File: src/rtl/axis_packet_arbiter.sv
// Packet-granular round-robin merge of up to 8 AXI-Stream producers onto one
// registered output stage. Each beat is tagged with its source index in tuser.
module axis_packet_arbiter #(
    parameter int C_NUM_INPUTS = 4,
    parameter int C_AXIS_WIDTH = 64,
    localparam int C_SRC_WIDTH = (C_NUM_INPUTS > 2) ? $clog2(C_NUM_INPUTS) : 1
) (
    input  logic                                 clk,
    input  logic                                 rst_n,
    input  logic [C_NUM_INPUTS*C_AXIS_WIDTH-1:0] s_axis_tdata,
    input  logic [C_NUM_INPUTS-1:0]              s_axis_tlast,
    input  logic [C_NUM_INPUTS-1:0]              s_axis_tvalid,
    output logic [C_NUM_INPUTS-1:0]              s_axis_tready,
    output logic [C_AXIS_WIDTH-1:0]              m_axis_tdata,
    output logic                                 m_axis_tlast,
    output logic [C_SRC_WIDTH-1:0]               m_axis_tuser,
    output logic                                 m_axis_tvalid,
    input  logic                                 m_axis_tready,
    output logic [C_SRC_WIDTH-1:0]               active_src,
    output logic                                 busy
);

    typedef enum logic [0:0] {
        IDLE   = 1'b0,
        STREAM = 1'b1
    } state_t;

    state_t                  state_q, state_d;
    logic [C_SRC_WIDTH-1:0]  ptr_q, ptr_d;
    logic [C_SRC_WIDTH-1:0]  gnt_q, gnt_d;
    logic [C_AXIS_WIDTH-1:0] tdata_q, tdata_d;
    logic                    tlast_q, tlast_d;
    logic [C_SRC_WIDTH-1:0]  tuser_q, tuser_d;
    logic                    tvalid_q, tvalid_d;

    logic [C_AXIS_WIDTH-1:0] in_data_s [C_NUM_INPUTS];
    logic                    out_ready_s;
    logic                    beat_s;
    logic                    gnt_valid_s;
    logic                    gnt_last_s;
    logic [C_SRC_WIDTH-1:0]  gnt_next_s;
    logic                    arb_found_s;
    logic [C_SRC_WIDTH-1:0]  arb_idx_s;
    logic [C_SRC_WIDTH-1:0]  cand_s;
    int                      pos_s;

    // Unpack the flat tdata bus into per-input words.
    always_comb begin
        for (int i = 0; i < C_NUM_INPUTS; i++) begin
            in_data_s[i] = s_axis_tdata[i*C_AXIS_WIDTH +: C_AXIS_WIDTH];
        end
    end

    assign out_ready_s = !tvalid_q || m_axis_tready;
    assign gnt_valid_s = s_axis_tvalid[gnt_q];
    assign gnt_last_s  = s_axis_tlast[gnt_q];
    assign beat_s      = (state_q == STREAM) && gnt_valid_s && out_ready_s;
    assign gnt_next_s  = (int'(gnt_q) == C_NUM_INPUTS - 1) ? '0 : gnt_q + 1'b1;

    // Search ptr, ptr+1, ... with explicit wrap so non-power-of-2 counts work.
    always_comb begin
        arb_found_s = 1'b0;
        arb_idx_s   = '0;
        cand_s      = '0;
        pos_s       = 0;
        for (int k = 0; k < C_NUM_INPUTS; k++) begin
            pos_s = int'(ptr_q) + k;
            if (pos_s >= C_NUM_INPUTS) begin
                pos_s = pos_s - C_NUM_INPUTS;
            end else begin
                pos_s = pos_s;
            end
            cand_s = C_SRC_WIDTH'(pos_s);
            if (!arb_found_s && s_axis_tvalid[cand_s]) begin
                arb_found_s = 1'b1;
                arb_idx_s   = cand_s;
            end else begin
                arb_found_s = arb_found_s;
            end
        end
    end

    // Only the granted input sees ready, and only while the output can take a beat.
    always_comb begin
        s_axis_tready = '0;
        if (state_q == STREAM) begin
            s_axis_tready[gnt_q] = out_ready_s;
        end else begin
            s_axis_tready = '0;
        end
    end

    // Next-state: grant holds for a whole packet; output register load/drain.
    always_comb begin
        state_d  = state_q;
        ptr_d    = ptr_q;
        gnt_d    = gnt_q;
        tdata_d  = tdata_q;
        tlast_d  = tlast_q;
        tuser_d  = tuser_q;
        tvalid_d = tvalid_q;
        case (state_q)
            IDLE: begin
                if (arb_found_s) begin
                    gnt_d   = arb_idx_s;
                    state_d = STREAM;
                end else begin
                    state_d = IDLE;
                end
            end
            STREAM: begin
                if (beat_s && gnt_last_s) begin
                    ptr_d   = gnt_next_s;
                    state_d = IDLE;
                end else begin
                    state_d = STREAM;
                end
            end
            default: begin
                state_d = IDLE;
            end
        endcase
        if (beat_s) begin
            tdata_d  = in_data_s[gnt_q];
            tlast_d  = gnt_last_s;
            tuser_d  = gnt_q;
            tvalid_d = 1'b1;
        end else if (tvalid_q && m_axis_tready) begin
            tvalid_d = 1'b0;
        end else begin
            tvalid_d = tvalid_q;
        end
    end

    // State and output register; reset discards any in-flight beat.
    always_ff @(posedge clk or negedge rst_n) begin
        if (!rst_n) begin
            state_q  <= IDLE;
            ptr_q    <= '0;
            gnt_q    <= '0;
            tdata_q  <= '0;
            tlast_q  <= 1'b0;
            tuser_q  <= '0;
            tvalid_q <= 1'b0;
        end else begin
            state_q  <= state_d;
            ptr_q    <= ptr_d;
            gnt_q    <= gnt_d;
            tdata_q  <= tdata_d;
            tlast_q  <= tlast_d;
            tuser_q  <= tuser_d;
            tvalid_q <= tvalid_d;
        end
    end

    assign m_axis_tdata  = tdata_q;
    assign m_axis_tlast  = tlast_q;
    assign m_axis_tuser  = tuser_q;
    assign m_axis_tvalid = tvalid_q;
    assign active_src    = gnt_q;
    assign busy          = (state_q == STREAM);

endmodule
File: config.mk
export PLATFORM = sky130hd
export DESIGN_NAME = axis_packet_arbiter
export DESIGN_NICKNAME = d
export VERILOG_FILES = /design/src/rtl/axis_packet_arbiter.sv
export SDC_FILE = /design/constraint.sdc
export NUM_CORES = 1
export LEC_CHECK = 0
export CORE_AREA = 2 2 132 134
export DETAILED_ROUTE_END_ITERATION = 8
export DIE_AREA = 0 0 134 136
export GPL_TIMING_DRIVEN = 0
export PLACE_DENSITY = 0.67
export SKIP_CTS_REPAIR_TIMING = 1
export SYNTH_ARGS = -nofsm -noshare
export SYNTH_HDL_FRONTEND = slang
export SYNTH_SLANG_ARGS = --single-unit
File: constraint.sdc
create_clock -name clk -period 2.6 [get_ports clk]
set_clock_uncertainty 0.15 [all_clocks]
set_input_delay 0.39 -clock clk [delete_from_list [all_inputs] [get_ports clk]]
set_output_delay 0.39 -clock clk [all_outputs]
set_load 0.05 [all_outputs]
==> flow_metrics.env, run 1 <==
export IMPL_status="complete, no violations"
export IMPL_mostFrequentLayoutCells="336 x clkdlybuf4s50_1, 72 x dfrtp_1, 66 x mux4_2, 39 x mux2_2, 27 x mux2_1"
export IMPL_synth_edf_count=0
export IMPL_grt_pass1_vias=4582
export IMPL_setup_viol=0
export IMPL_dieArea_mm2=0.01822
export IMPL_initial_core_util_pct=26.82
export IMPL_wl_um=16510
export IMPL_dp_cells=845
export IMPL_final_common_cell="clkdlybuf4s50_1"
export IMPL_place_area_mm2=0.008247
export IMPL_final_area_mm2=0.008526
export IMPL_antenna_left=0
export IMPL_synth_area_leaders="dfrtp_1 40%, mux4_2 33%, mux2_2 9.7%"
export IMPL_drc_errors=0
export IMPL_grt_pass1_wl_um=25220
export IMPL_power_frac_seq_pct=20.9
export IMPL_drt_iter0_drc=127
export IMPL_clkPwrFrac_pct=11.1
export IMPL_fmax_mhz=404.6
export IMPL_cts_sinks=73
export IMPL_synth_main_ff_cell="dfrtp_1"
export IMPL_floorplan_rows=48
export IMPL_internal_power_mw=5.429
export IMPL_dp_hpwl_um=13680
export IMPL_core_area_mm2=0.01688
export IMPL_yosys_warnings=0
export IMPL_power_frac_comb_pct=68.1
export IMPL_antenna_found_initial=0
export IMPL_stdcell_count=861
export IMPL_first_pass_iters=4
export IMPL_tns_ps=0
export IMPL_dieHeight_um=136
export IMPL_fill_cells=1450
export IMPL_vias=4127
export IMPL_finalCritPeriodShare_pct=95.07
export IMPL_root_buffer="clkbuf_16"
export IMPL_syn_avg_cell_area_um2=16.28
export IMPL_yosysTopAreaCellShare_pct=40.35
export IMPL_syn_area_mm2=0.004527
export IMPL_ff2ff_path_depth=5
export IMPL_worstPathMaxFanout=9
export IMPL_clkTransAtPathRegs_ps=50
export IMPL_grt_use_total_pct=18.12
export IMPL_place_gp_congestion=0.8327
export IMPL_area_growth_syn_to_layout_pct=88.34
export IMPL_peakVddDrop_uv=569.9
export IMPL_synth_seq_cells=73
export IMPL_slew_headroom_pct=58.27
export IMPL_cts_buffer_depth=2
export IMPL_vias_per_cell=4.793
export IMPL_diodes=0
export IMPL_r2r_start="active_src[1]"
export IMPL_finalHoldViolCount=0
export IMPL_critical_path_required_ps=2060
export IMPL_nNetsFinal=903
export IMPL_htreeDepth=3
export IMPL_rsz0062_at_grt="no"
export IMPL_maxSlewViolCount=0
export IMPL_holdWs_ps=248.7
export IMPL_synth_fp_nets=549
export IMPL_power_per_cell_area_mw_per_mm2=1169
export IMPL_cp_end_kind="primary output"
export IMPL_portBuffers=341
export IMPL_ioPinCount=342
export IMPL_drive_above_1_share_pct=22.80
export IMPL_swShare_pct=45.55
export IMPL_hp_class="input pin to asynchronous set/reset pin"
export IMPL_cp_arrival_ps=1930
export IMPL_grt_overflow_total=0
export IMPL_synthCells=278
export IMPL_grt_max_degree=72
export IMPL_chipWidth_um=134
export IMPL_period_minus_slack_ps=2472
export IMPL_timing_max_cap_violations=0
export IMPL_yosys_cell_types_count=29
export IMPL_cts_inserted_buffers=9
export IMPL_fin_util_pct=50.52
export IMPL_synth_area_leader_cell="dfrtp_1"
export IMPL_switchingPower_mw=4.542
export IMPL_seq_area_frac_synth_pct=40.35
export IMPL_tightest_slew_ps=626.0
export IMPL_critPathKind="input pin to primary output"
export IMPL_wl_per_cell_um=19.18
export IMPL_leakagePower_nw=3.274
export IMPL_start_kind="input pin"
export IMPL_async_flop_share_pct=100.0
export IMPL_r2r_end="m_axis_tdata[47]"
export IMPL_cts_tree="yes"
export IMPL_insertion_delay_ps=340
export IMPL_ff2ff_setup_slack_ps=190
state kept, by name, summed over array words and instances, names as in the netlist:
| name | cells |
|---|---|
| busy | 1 |
| m_axis_tlast | 1 |
| m_axis_tvalid | 1 |
| active_src | 2 |
| ptr_q | 2 |
| m_axis_tuser | 2 |
| m_axis_tdata | 64 |
final cells by class:
cell class | count | area, um2 | share of cell area [%]
inverter | 2 | 7.507 | 0.08805
clock inverter | 4 | 20.02 | 0.2348
tap | 225 | 281.5 | 3.302
multi-input combinational | 178 | 2532 | 29.70
buffer | 25 | 177.7 | 2.084
clock buffer | 11 | 242.7 | 2.847
timing repair buffer | 343 | 3436 | 40.30
sequential | 73 | 1828 | 21.44
cell families (layout without fill, tap and decap cells):
logic type                 Yosys count  count (layout)  share of synthesized area [%]
DFF                                 73              73                          40.35
muxes                              134             134                          49.70
adders and majority gates            4               4                          1.106
and+or+nand+nor                     26              26                          3.068
AOI/OAI and AO/OA                   14              14                          2.073
buffers and inverters               27             385                          3.704
synthesized netlist by cell type, types with 2 or more instances:
master	number
mux2_2	39
clkbuf_1	8
nor2b_1	2
mux2_1	27
nand2_1	9
dfrtp_1	73
and3_1	4
mux4_2	66
mux2i_1	2
buf_4	3
o21ai_0	4
buf_2	8
o21a_1	2
ha_1	4
inv_1	2
buf_6	6
nand2b_1	4
nor2_1	3
a21oi_1	2
through the flow:
| stage | power, mW | setup slack, ps |
|---|---|---|
| floorplan | 6.629 | 177.9 |
| global placement | 8.843 | -1559 |
| detailed placement | 8.961 | -385.9 |
| CTS | 10.12 | -759.4 |
| global route | 10.53 | 0.9164 |
| finish | 9.971 | 128.2 |
power groups by stage:
stage	clock, mW	combinational (mW)	sequential (mW)
2_1_floorplan	0	2.60	4.03
3_3_place_gp	0	6.78	2.06
3_5_place_dp	0	6.87	2.09
4_1_cts	1.15	6.88	2.08
5_1_grt	1.20	7.16	2.16
6_report	1.10	6.79	2.08
layer usage:
metal  vias to the layer above  global-route usage [%]  wire length (um)
met5                         -                       0                 0
met4                         0                   4.905               265
met3                        24                   5.406              1293
met2                       215                   33.19              8808
met1                      2061                   20.52              6147
li1                       1827                       -                 -
critical path, cell delays in order:
cell             delay (ps)
clkdlybuf4s50_1         460
nand2b_1                 90
clkbuf_1                340
and3_1                  210
dlymetal6s2s_1          430
how the worst max path moves through the flow:
stage | to | from | slack, ps | cells after the start
6_report | s_axis_tready[3] | m_axis_tready | 130 | 5
5_1_grt | s_axis_tready[2] | active_src[0] | 0.9 | 7
4_1_cts | s_axis_tready[1] | active_src[1] | -760 | 6
3_3_place_gp | m_axis_tdata[49] | rst_n | -1560 | 1
3_5_place_dp | s_axis_tready[1] | active_src[1] | -390 | 6
2_1_floorplan | s_axis_tready[2] | active_src[0] | 180 | 6
No activity file was read; power rests on OpenSTA's default activity.
==> inputs of run 2 (changes only) <==
--- a/config.mk
+++ b/config.mk
@@ -5,11 +5,12 @@
 export SDC_FILE = /design/constraint.sdc
 export NUM_CORES = 1
 export LEC_CHECK = 0
+export ABC_AREA = 0
 export CORE_AREA = 2 2 132 134
 export DETAILED_ROUTE_END_ITERATION = 8
 export DIE_AREA = 0 0 134 136
 export GPL_TIMING_DRIVEN = 0
-export PLACE_DENSITY = 0.67
+export PLACE_DENSITY = 0.74
 export SKIP_CTS_REPAIR_TIMING = 1
 export SYNTH_ARGS = -nofsm -noshare
 export SYNTH_HDL_FRONTEND = slang
==> run 2 against run 1 <==
Effect of this change: sequential share of layout area barely moved; critical path depth rose by 1; clock-buffer cell count fell by 1; critical endpoint is now s_axis_tready[1]; design area fell by 0.10%; combinational power fell by 1%.
==> flow_metrics.env, run 2 (synthesis results as in run 1) <==
export IMPL_status="complete, no violations"
export IMPL_timing_max_cap_violations=0
export IMPL_path_depth=6
export IMPL_fmax_mhz=403.6
export IMPL_power_mw=9.909
export IMPL_cp_end_kind="primary output"
export IMPL_drc_errors=0
export IMPL_htreeDepth=3
export IMPL_peakVddDrop_uv=535.1
export IMPL_ioPinCount=342
export IMPL_power_per_cell_area_mw_per_mm2=1163
export IMPL_grt_pass1_vias=4514
export IMPL_drt_iter0_drc=84
export IMPL_drive_above_1_share_pct=22.68
export IMPL_nNetsFinal=902
export IMPL_cts_inserted_buffers=9
export IMPL_finalHoldViolCount=0
export IMPL_insertion_delay_ps=340
export IMPL_wl_per_cell_um=19.43
export IMPL_dieArea_mm2=0.01822
export IMPL_hp_class="register to register"
export IMPL_grt_overflow_total=0
export IMPL_crit_chain="buf_2 > clkbuf_4 > inv_1 > ha_1 > and3_1 > clkbuf_2"
export IMPL_cts_buffer_depth=2
export IMPL_wl_um=16750
export IMPL_first_pass_iters=5
export IMPL_worstPathMaxFanout=10
export IMPL_maxSlewViolCount=0
export IMPL_core_area_mm2=0.01688
export IMPL_cts_tree="yes"
export IMPL_critical_path_required_ps=2060
export IMPL_place_gp_congestion=0.8730
export IMPL_rsz0062_at_grt="no"
export IMPL_critPathSlowestCell="dfrtp_1"
export IMPL_ff2ff_path_depth=5
export IMPL_vias_per_cell=4.806
export IMPL_grt_use_total_pct=18.67
export IMPL_clkTransAtPathRegs_ps=60
export IMPL_largest_register_ffs=64
export IMPL_final_common_cell="clkdlybuf4s50_1"
export IMPL_area_growth_syn_to_layout_pct=88.14
export IMPL_cp_arrival_ps=1940
export IMPL_grt_max_degree=43
export IMPL_whs_path_depth=2
export IMPL_slew_headroom_pct=61.45
export IMPL_crit_path_max_incr_delay_ps=400
export IMPL_critPathKind="register to primary output"
export IMPL_tns_ps=0
export IMPL_mostFrequentLayoutCells="336 x clkdlybuf4s50_1, 73 x dfrtp_1, 66 x mux4_2, 39 x mux2_2, 27 x mux2_1"
export IMPL_finalCritPeriodShare_pct=95.28
export IMPL_path_delay_family="buffers and inverters"
export IMPL_worst_path_buf_inv=4
export IMPL_setup_viol=0
export IMPL_chipWidth_um=134
export IMPL_period_minus_slack_ps=2477
export IMPL_dp_hpwl_um=13910
export IMPL_cts_sinks=73
export IMPL_root_buffer="clkbuf_16"
export IMPL_start_kind="register"
export IMPL_vias=4143
export IMPL_antenna_found_initial=2
export IMPL_leakagePower_nw=3.260
export IMPL_grt_pass1_wl_um=25440
export IMPL_antenna_left=0
export IMPL_tightest_slew_ps=576.4
export IMPL_initial_core_util_pct=26.82
export IMPL_portBuffers=341
export IMPL_floorplan_rows=48
export IMPL_dieHeight_um=136
==> run 2: changes by cell type in the layout (fill, tap and decap cells not counted), moves of 2 or more <==
| cell | before | now |
|---|---|---|
| diode_2 | 0 | 2 |
| clkinvlp_4 | 0 | 2 |
| clkbuf_2 | 2 | 5 |
| clkinv_2 | 4 | 2 |
==> run 2: stage by stage <==
| stage | instance area [um2] | hold slack, ps | setup WS (ps) | std cells | utilization, % |
|---|---|---|---|---|---|
| after floorplan | 4527 | -55.59 | 177.9 | 278 | - |
| final | 8517 | 326.1 | 122.6 | 862 | 50.47 |
| after detailed placement | 8247 | 223.5 | -353.4 | 845 | 48.87 |
| after global placement | 8222 | 316.0 | -1689 | 844 | 48.72 |
| after global routing | 8517 | 353.2 | 22.50 | 862 | 50.47 |
| after CTS | 8509 | -144.7 | -730.3 | 860 | 50.42 |
==> run 2: metal layers <==
metal	routed length [um]	GRT usage, %
met2	8665	33.42
met3	1437	5.444
met4	431	7.683
met5	0	0
met1	6213	20.81
==> run 2: path summary, 6_finish.rpt <==
check,from,end,slack (ps)
min reg2reg,m_axis_tuser[1],m_axis_tuser[1],330
max reg2reg,active_src[0],m_axis_tdata[46],230
max in group asynchronous,rst_n,m_axis_tdata[6],1330
min in group asynchronous,rst_n,m_axis_tdata[32],400
min,m_axis_tuser[1],m_axis_tuser[1],330
max,active_src[1],s_axis_tready[1],120
==> run 2: cell type report <==
class / instances / area, um2
multi-input combinational: 178 / 2532
buffer: 24 / 165.2
clock buffer: 10 / 229.0
sequential: 73 / 1827
fill: 1437 / 8359
timing repair buffer: 343 / 3436
inverter: 2 / 7.507
tap: 225 / 281.5
clock inverter: 5 / 33.78
antenna: 2 / 5.005
==> run 2: worst reg2reg max path: cells and delay by family, from the launching register on <==
family / cells / cell delay (ps)
muxes: 2 / 900
buffers and inverters: 3 / 780
DFF: 1 / 420
==> run 2: report_power, final <==
group	leakage [nW]	internal, mW	switching [mW]	total (mW)
logic	2.28	3.01	3.71	6.72
registers	0.859	1.74	0.319	2.06
clock network	0.124	0.639	0.491	1.13
